## config.mk

```make
export PLATFORM = sky130hd
export DESIGN_NAME = seq_div
export DESIGN_NICKNAME = d
export VERILOG_FILES = /design/src/rtl/seq_div.sv
export SDC_FILE = /design/constraint.sdc
export NUM_CORES = 1
export LEC_CHECK = 0
export CAP_MARGIN = 20
export CORE_ASPECT_RATIO = 0.5
export CORE_UTILIZATION = 56
export CTS_CLUSTER_SIZE = 30
export DETAILED_ROUTE_END_ITERATION = 8
export PLACE_DENSITY = 0.81
export SLEW_MARGIN = 0
export SYNTH_ARGS = -nofsm -noshare
export SYNTH_HDL_FRONTEND = slang
export SYNTH_SLANG_ARGS = --single-unit
```

## constraint.sdc

```tcl
create_clock -name clk -period 4.2 [get_ports clk]
set_clock_uncertainty 0.15 [all_clocks]
set_input_delay 0.84 -clock clk [delete_from_list [all_inputs] [get_ports clk]]
set_output_delay 0.84 -clock clk [all_outputs]
set_load 0.01 [all_outputs]
```

## src/rtl/seq_div.sv

```systemverilog
// rtl/seq_div.sv - sequential restoring radix-2 unsigned divider
module seq_div #(
    parameter int WIDTH = 32
) (
    input  logic             clk,
    input  logic             rst,
    input  logic             start,
    input  logic [WIDTH-1:0] dividend,
    input  logic [WIDTH-1:0] divisor,
    output logic             ready,
    output logic             valid,
    output logic [WIDTH-1:0] quotient,
    output logic [WIDTH-1:0] remainder,
    output logic             div_by_zero
);

    localparam int CW = $clog2(WIDTH + 1);

    typedef enum logic [1:0] {
        IDLE = 2'd0,
        RUN  = 2'd1,
        DONE = 2'd2
    } state_t;

    state_t           state;
    state_t           state_next;

    logic [WIDTH-1:0] dvd;
    logic [WIDTH-1:0] dsr;
    logic [WIDTH-1:0] rem;
    logic [WIDTH-1:0] quo;
    logic [CW-1:0]    count;
    logic             zero_hold;

    logic [WIDTH:0]   shifted;
    logic [WIDTH:0]   diff;
    logic             q_bit;
    logic [WIDTH-1:0] rem_next;
    logic             last_step;

    // One restoring step: the borrow bit of the WIDTH+1-bit difference decides the quotient bit.
    always_comb begin
        shifted   = {rem, dvd[WIDTH-1]};
        diff      = shifted - {1'b0, dsr};
        q_bit     = ~diff[WIDTH];
        rem_next  = q_bit ? diff[WIDTH-1:0] : shifted[WIDTH-1:0];
        last_step = (count == CW'(WIDTH - 1));
    end

    always_ff @(posedge clk) begin
        if (rst) begin
            state <= IDLE;
        end else begin
            state <= state_next;
        end
    end

    // A zero divisor spends two cycles in DONE; zero_hold masks valid in the first one.
    always_comb begin
        state_next = state;
        ready      = 1'b0;
        valid      = 1'b0;
        case (state)
            IDLE: begin
                ready = 1'b1;
                if (start) begin
                    state_next = (divisor == '0) ? DONE : RUN;
                end
            end
            RUN: begin
                if (last_step) begin
                    state_next = DONE;
                end
            end
            DONE: begin
                valid = ~zero_hold;
                if (!zero_hold) begin
                    state_next = IDLE;
                end
            end
            default: begin
                state_next = IDLE;
            end
        endcase
    end

    always_ff @(posedge clk) begin
        if (rst) begin
            dvd         <= '0;
            dsr         <= '0;
            rem         <= '0;
            quo         <= '0;
            count       <= '0;
            zero_hold   <= 1'b0;
            quotient    <= '0;
            remainder   <= '0;
            div_by_zero <= 1'b0;
        end else begin
            case (state)
                IDLE: begin
                    if (start) begin
                        dvd       <= dividend;
                        dsr       <= divisor;
                        rem       <= '0;
                        quo       <= '0;
                        count     <= '0;
                        zero_hold <= (divisor == '0);
                    end
                end
                RUN: begin
                    dvd   <= dvd << 1;
                    rem   <= rem_next;
                    quo   <= {quo[WIDTH-2:0], q_bit};
                    count <= count + CW'(1);
                    if (last_step) begin
                        quotient    <= {quo[WIDTH-2:0], q_bit};
                        remainder   <= rem_next;
                        div_by_zero <= 1'b0;
                    end
                end
                DONE: begin
                    if (zero_hold) begin
                        zero_hold   <= 1'b0;
                        quotient    <= '1;
                        remainder   <= dvd;
                        div_by_zero <= 1'b1;
                    end
                end
                default: begin
                    zero_hold <= 1'b0;
                end
            endcase
        end
    end

endmodule

```

# Word-level counts from Yosys, hierarchy flattened
# Index checks and enable logic that the tools add are counted.
word_totals:
  ff_bits: 201
  out_inout_bits: 67
  elab_cells: 57
  input_bits: 67
classes:
  bitwise_logic: 3
  n_addsub: 2
  n_eq_ne: 7
  n_reduce_logical: 9
  mux: 26
ops:
  columns: ["cell", "count"]
  rows:
  - ["$pmux 32 s2", 4]
  - ["$mux 32", 7]
  - ["$pmux 31 s2", 1]
  - ["$sub 33x32->33", 1]
  - ["$logic_not 32->1", 1]
  - ["$pmux 6 s2", 1]
  - ["$mux 2", 4]
  - ["$ne 2x2->1 const B", 4]
  - ["$add 6x1->6 const B", 1]
  - ["$eq 6x5->1 const B", 1]
  - ["$mux 6", 1]
  - ["$pmux 2 s3", 1]
  - ["$reduce_and 2->1", 3]
  - ["$reduce_and 3->1", 2]
  - ["$mux 1", 5]
  - ["$pmux 1 s2", 2]
  - ["$reduce_bool 2->1", 2]
  - ["$not 1->1", 3]
  - ["$eq 2x1->1 const B", 1]
  - ["$eq 2x2->1 const B", 1]
  - ["$logic_not 2->1", 1]

# Longest topological paths before layout
logic_depth:
  ltp_word: 4
  mapped_depth: 13
  mapped_depth_nobuf: 11

# Worst setup path after synthesis
# OpenSTA, ideal clock, no wires.
synth_path:
  path_type: "register to register"
  from: "reg dvd[31]"
  to: "reg rem[7]"
  setup_slack_ns: 1.014
  n_path_buf: 2
  setup_time_ns: 0.126
  stages_incl_launch_ff: 14
  t_arrival_ns: 2.911
  cell_sequence: "dfxtp_1 > inv_1 > ha_1 > fa_1 > nand2b_1 > a21o_1 > a31oi_4 > a211oi_1 > o31a_1 > buf_4 > nor3_4 > buf_6 > mux2i_1 > o21ai_1"
synth_between:
  elab_chain_cells: 3
synth_rtl:
  columns: ["element", "line", "source"]
  rows:
  - ["start: declaration", "28", "logic [WIDTH-1:0] dvd;"]
  - ["start signal: assignment", "102", "dvd <= dividend;"]
  - ["start signal: assignment", "111", "dvd <= dvd << 1;"]
  - ["$sub 33x32->33", "44", "diff = shifted - {1'b0, dsr};"]
  - ["$mux 32", "46", "rem_next = q_bit ? diff[WIDTH-1:0] : shifted[WIDTH-1:0];"]
  - ["$pmux 32 s2", "99", "case (state)"]
  - ["end signal: assignment", "112", "rem <= rem_next;"]
  - ["end: declaration", "30", "logic [WIDTH-1:0] rem;"]
# Every way passes these cells.
# A chain may end at the register's enable or synchronous reset.

# Worst setup path in the final report
layout_path:
  from: "reg dvd[31]"
  to: "reg remainder[1]"
layout_between:
  elab_chain_cells: 4
layout_rtl:
  columns: ["element", "line", "source"]
  rows:
  - ["$sub 33x32->33", "44", null]
  - ["$mux 32", "46", null]
  - ["$mux 32", "115", "if (last_step) begin"]
  - ["$pmux 32 s2", "99", null]
  - ["end signal: assignment", "117", "remainder <= rem_next;"]
  - ["end signal: assignment", "125", "remainder <= dvd;"]
  - ["end: declaration", "13", "output logic [WIDTH-1:0] remainder,"]
# Every way passes these cells. The select of a mux whose other input is x is not followed.

==> out/metrics.csv <==
metric;value;unit
category of the worst setup path capture point;register;
endpoint required time on the critical path;4.47;ns
Ant. Diodes;0;
number of max-cap violations;0;
TritonCTS buffer count;19;
initial core utilization;58.4;%
worst min-delay path class;reg -> reg;
Total Nets Final;1458;
fraction of the mapped netlist area in adder cells;4.18;%
net count after synthesis;1388;
Netlist Area Pre-Place;0.0104;mm2
buffers added on ports;133;
unrepaired setup endpoints after global routing;false;
TritonCTS clock tree;done;
H-tree depth reported by CTS;1;
number of detailed-route iterations in the first pass;5;
per-instance average area after synthesis;8.05;um2
clock period minus final worst setup slack;3.68;ns
total setup buffers inserted after CTS;0;
routed len/inst;19.5;um
cell with the largest stage delay on the worst path;sky130_fd_sc_hd__or3_4;
number of ports placed on the die boundary;134;
number of global-route vias before repair;9255;
clock sink total;201;
actual slew at the worst max-slew pin;0.929;ns
Synth Flop Type;sky130_fd_sc_hd__dfxtp_1;
crit-path max FO;13;
Total Negative Setup Slacks;0;ns
share of the core filled with cells;69.8;%
initial detailed-routing violation count;917;
Total Die Area;0.0191;mm2
grt total ovfl;0;
worst hold path stage count;2;
worst rel slew slack;37.3;%
global-route wire length before repair;49700;um
clock latency reported for the late side of the worst-skew pair;0.52;ns
fraction of final layout cells sized beyond drive strength 1;8.40;%
flip-flop and latch count after synthesis;201;
portion of the clock cycle consumed by the worst path in the final layout;87.6;%
count of placed standard cells in the final layout, fillers left out;1603;
simple-gate share of the synthesized area;22.6;%
final worst hold slack;0.311;ns
reg-to-reg critical path endpoint;remainder[1];
highest clock frequency the design can meet;272;MHz
compound-gate portion of the synthesized area;24.5;%
Synth area leader;sky130_fd_sc_hd__dfxtp_1;
number of flops mapped to enable cells by yosys;0;
share of synthesized area occupied by flip-flops and latches;38.8;%
top-area cell type share of the netlist area;38.8;%
xor/xnor share of the synthesized area;1.77;%
All-Layer GR Usage;32.5;%
outcome;finished clean;
delay contributed by the slowest stage of the critical path;0.48;ns
combinational family with the most area after synthesis;compound AO/OA/AOI/OAI gates;
clock slew at the register clock pins of the worst setup and hold paths;0.07;ns
cell-by-cell trace of the critical path;inv_1 -> ha_1 -> fa_1 -> nand2b_1 -> a21o_1 -> a31oi_4 -> a211oi_1 -> o31a_1 -> or3_4 -> or3_1 -> a311oi_1;
total core area;0.0177;mm2
overall via count from detail_route;9961;
Hold Crit Start;dsr[11];
post-route antenna net violation count;0;
arrival time of data at the critical path endpoint;3.95;ns
Setup CP Type;reg -> reg;
Die Width;194;um
endpoint of the worst hold-timing path;dsr[11];
portion of netlist area occupied by mux cells;2.61;%
post-detail-place hpwl;22300;um
hold violation total from the final report;0;
cell types occupying the most area after synthesis;sky130_fd_sc_hd__dfxtp_1, sky130_fd_sc_hd__nor2_1, sky130_fd_sc_hd__a21oi_1;
clock root cell;sky130_fd_sc_hd__clkbuf_16;
drt total wl;31300;um
gp weighted congestion;0.953;
DR DRC count;0;
CTS Buffer Depth;3;
area delta synth->final;19.5;%
nature of the critical path startpoint;register;
vias per cell;6.21;
Cell Rows;34;
final count of pins violating max slew;0;
total instance count after detailed placement;1570;
Final Setup Violations;0;
startpoint of the lowest-slack register-to-register path;dvd[31];
overall die height;98.2;um
Power Density;873;mW/mm2
largest net degree at the start of global routing;94;
synth unique cells;63;
Gates resized, CTS repair;0;
Power Total;0.0108;W
Async S/R FF share, synth;0;%
reg2reg path depth;11;
number of buffers added to fix hold violations after cts;0;
maximum vdd drop;833;uV
leakage dissipation;4.77;nW
initial antenna violation count;0;
number of warnings printed during yosys synthesis;0;
flop2flop setup slack;0.52;ns
Post-Syn Instances;1287;
synthesized netlist by cell type (4+ instances only):
library cell                 n
sky130_fd_sc_hd__dfxtp_1   201
sky130_fd_sc_hd__nor2_1    146
sky130_fd_sc_hd__nand2_1   121
sky130_fd_sc_hd__a21oi_1   104
sky130_fd_sc_hd__clkbuf_1   92
sky130_fd_sc_hd__nor3_1     83
sky130_fd_sc_hd__o21ai_1    41
sky130_fd_sc_hd__o21ai_0    39
sky130_fd_sc_hd__inv_1      36
sky130_fd_sc_hd__a22oi_1    35
sky130_fd_sc_hd__nor2b_1    34
sky130_fd_sc_hd__ha_1       33
sky130_fd_sc_hd__a31oi_1    30
sky130_fd_sc_hd__o221a_2    30
sky130_fd_sc_hd__mux2i_1    27
sky130_fd_sc_hd__and4_1     24
sky130_fd_sc_hd__a21o_1     16
sky130_fd_sc_hd__nand3_1    15
sky130_fd_sc_hd__xor2_1     14
sky130_fd_sc_hd__o31ai_1    13
sky130_fd_sc_hd__nand2b_1   12
sky130_fd_sc_hd__nor4_1     12
sky130_fd_sc_hd__nand4_1    11
sky130_fd_sc_hd__a211oi_1    9
sky130_fd_sc_hd__o21a_1      8
sky130_fd_sc_hd__and3_1      7
sky130_fd_sc_hd__xnor2_1     7
sky130_fd_sc_hd__a22o_1      6
sky130_fd_sc_hd__and2_1      6
sky130_fd_sc_hd__o211ai_1    6
sky130_fd_sc_hd__o31a_1      6
sky130_fd_sc_hd__or2_2       6
sky130_fd_sc_hd__a311oi_1    5
sky130_fd_sc_hd__or3_1       5
sky130_fd_sc_hd__a31o_2      4
sky130_fd_sc_hd__buf_2       4
sky130_fd_sc_hd__buf_6       4
worst max-delay path by stage:
stage,depth (start not counted),slack (ns),from,endpoint
floorplan,13,1.01,dvd[31],rem[7]
detailed placement,11,0.56,dvd[31],remainder[1]
finish,11,0.52,dvd[31],remainder[1]
global placement,12,0.67,dvd[31],remainder[29]
global route,11,0.36,dvd[31],remainder[1]
CTS,11,0.55,dvd[31],remainder[1]
flip-flops by register name, summed over array words and instances (netlist names), 2 cells and up:
register   count
dvd           32
quo           31
quotient      32
rem           32
dsr           32
count          6
remainder     32
state          2
through the flow:
stage,area (um2),worst slack (ns)
3_5_place_dp,11800,0.556
4_1_cts,12400,0.545
6_report,12400,0.521
2_1_floorplan,10400,1.01
3_3_place_gp,11800,0.670
5_1_grt,12400,0.361
report_power, final:
| group | internal, W | switching, W | total (W) |
|---|---|---|---|
| Combinational | 0.00260 | 0.00408 | 0.00668 |
| Sequential | 0.00210 | 0.000231 | 0.00233 |
| Clock | 0.00103 | 0.000784 | 0.00181 |
critical path, delay by kind of cell (launching register included):
kind	cells	cell delay, ns
buf+inv	1	0.08
fa+ha+maj	2	0.64
compound gates	5	1.35
simple gates	3	1.01
flops	1	0.35
cell type report:
cell class                      count  area [um2]
Clock buffer                       23         531
Fill cell                        1464        5350
Tap cell                          234         293
Timing Repair Buffer              154        1510
Clock inverter                     10         109
Sequential cell                   201        4030
Inverter                           37         139
Multi-Input combinational cell    944        5780
cells in the final DEF (no fill, tap or decap), types with 7 or more instances in the layout:
| master | synthesis | layout |
|---|---|---|
| sky130_fd_sc_hd__clkdlybuf4s50_1 | 0 | 132 |
| sky130_fd_sc_hd__nand2b_1 | 12 | 12 |
| sky130_fd_sc_hd__xnor2_1 | 7 | 7 |
| sky130_fd_sc_hd__o221a_2 | 30 | 30 |
| sky130_fd_sc_hd__xor2_1 | 14 | 14 |
| sky130_fd_sc_hd__nand4_1 | 11 | 11 |
| sky130_fd_sc_hd__nand3_1 | 15 | 15 |
| sky130_fd_sc_hd__ha_1 | 33 | 33 |
| sky130_fd_sc_hd__dfxtp_1 | 201 | 200 |
| sky130_fd_sc_hd__a22oi_1 | 35 | 35 |
| sky130_fd_sc_hd__nor3_1 | 83 | 82 |
| sky130_fd_sc_hd__a31oi_1 | 30 | 30 |
| sky130_fd_sc_hd__o21ai_0 | 39 | 39 |
| sky130_fd_sc_hd__and3_1 | 7 | 7 |
| sky130_fd_sc_hd__mux2i_1 | 27 | 27 |
| sky130_fd_sc_hd__clkbuf_16 | 0 | 19 |
| sky130_fd_sc_hd__o21a_1 | 8 | 8 |
| sky130_fd_sc_hd__a211oi_1 | 9 | 9 |
| sky130_fd_sc_hd__o31ai_1 | 13 | 13 |
| sky130_fd_sc_hd__o21ai_1 | 41 | 41 |
| sky130_fd_sc_hd__and4_1 | 24 | 24 |
| sky130_fd_sc_hd__inv_1 | 36 | 36 |
| sky130_fd_sc_hd__a21o_1 | 16 | 16 |
| sky130_fd_sc_hd__nor2b_1 | 34 | 32 |
| sky130_fd_sc_hd__a21oi_1 | 104 | 104 |
| sky130_fd_sc_hd__nand2_1 | 121 | 121 |
| sky130_fd_sc_hd__nor4_1 | 12 | 12 |
| sky130_fd_sc_hd__nor2_1 | 146 | 143 |
| sky130_fd_sc_hd__buf_4 | 2 | 20 |
per-layer routing:
metal | vias up | part of all wire, % | routed length (um) | GRT usage (%)
met5 | - | 0 | 0 | 0
met4 | 0 | 2.4 | 752 | 8.24
met3 | 53 | 8.1 | 2530 | 7.39
met2 | 375 | 44 | 13900 | 51.9
met1 | 4751 | 45 | 14100 | 44.5
li1 | 4782 | - | - | -
logic make-up (layout without fill, tap and decap cells):
family	count (synthesis)	after routing
adder cells (fa/ha/maj)	34	34
AND/OR/NAND/NOR	487	487
flip-flops	201	201
buffers and inverters	142	224
multiplexers	27	27
XOR/XNOR	21	21
AO/OA/AOI/OAI	375	375
Note: power is estimated with default switching activity, not from simulation.
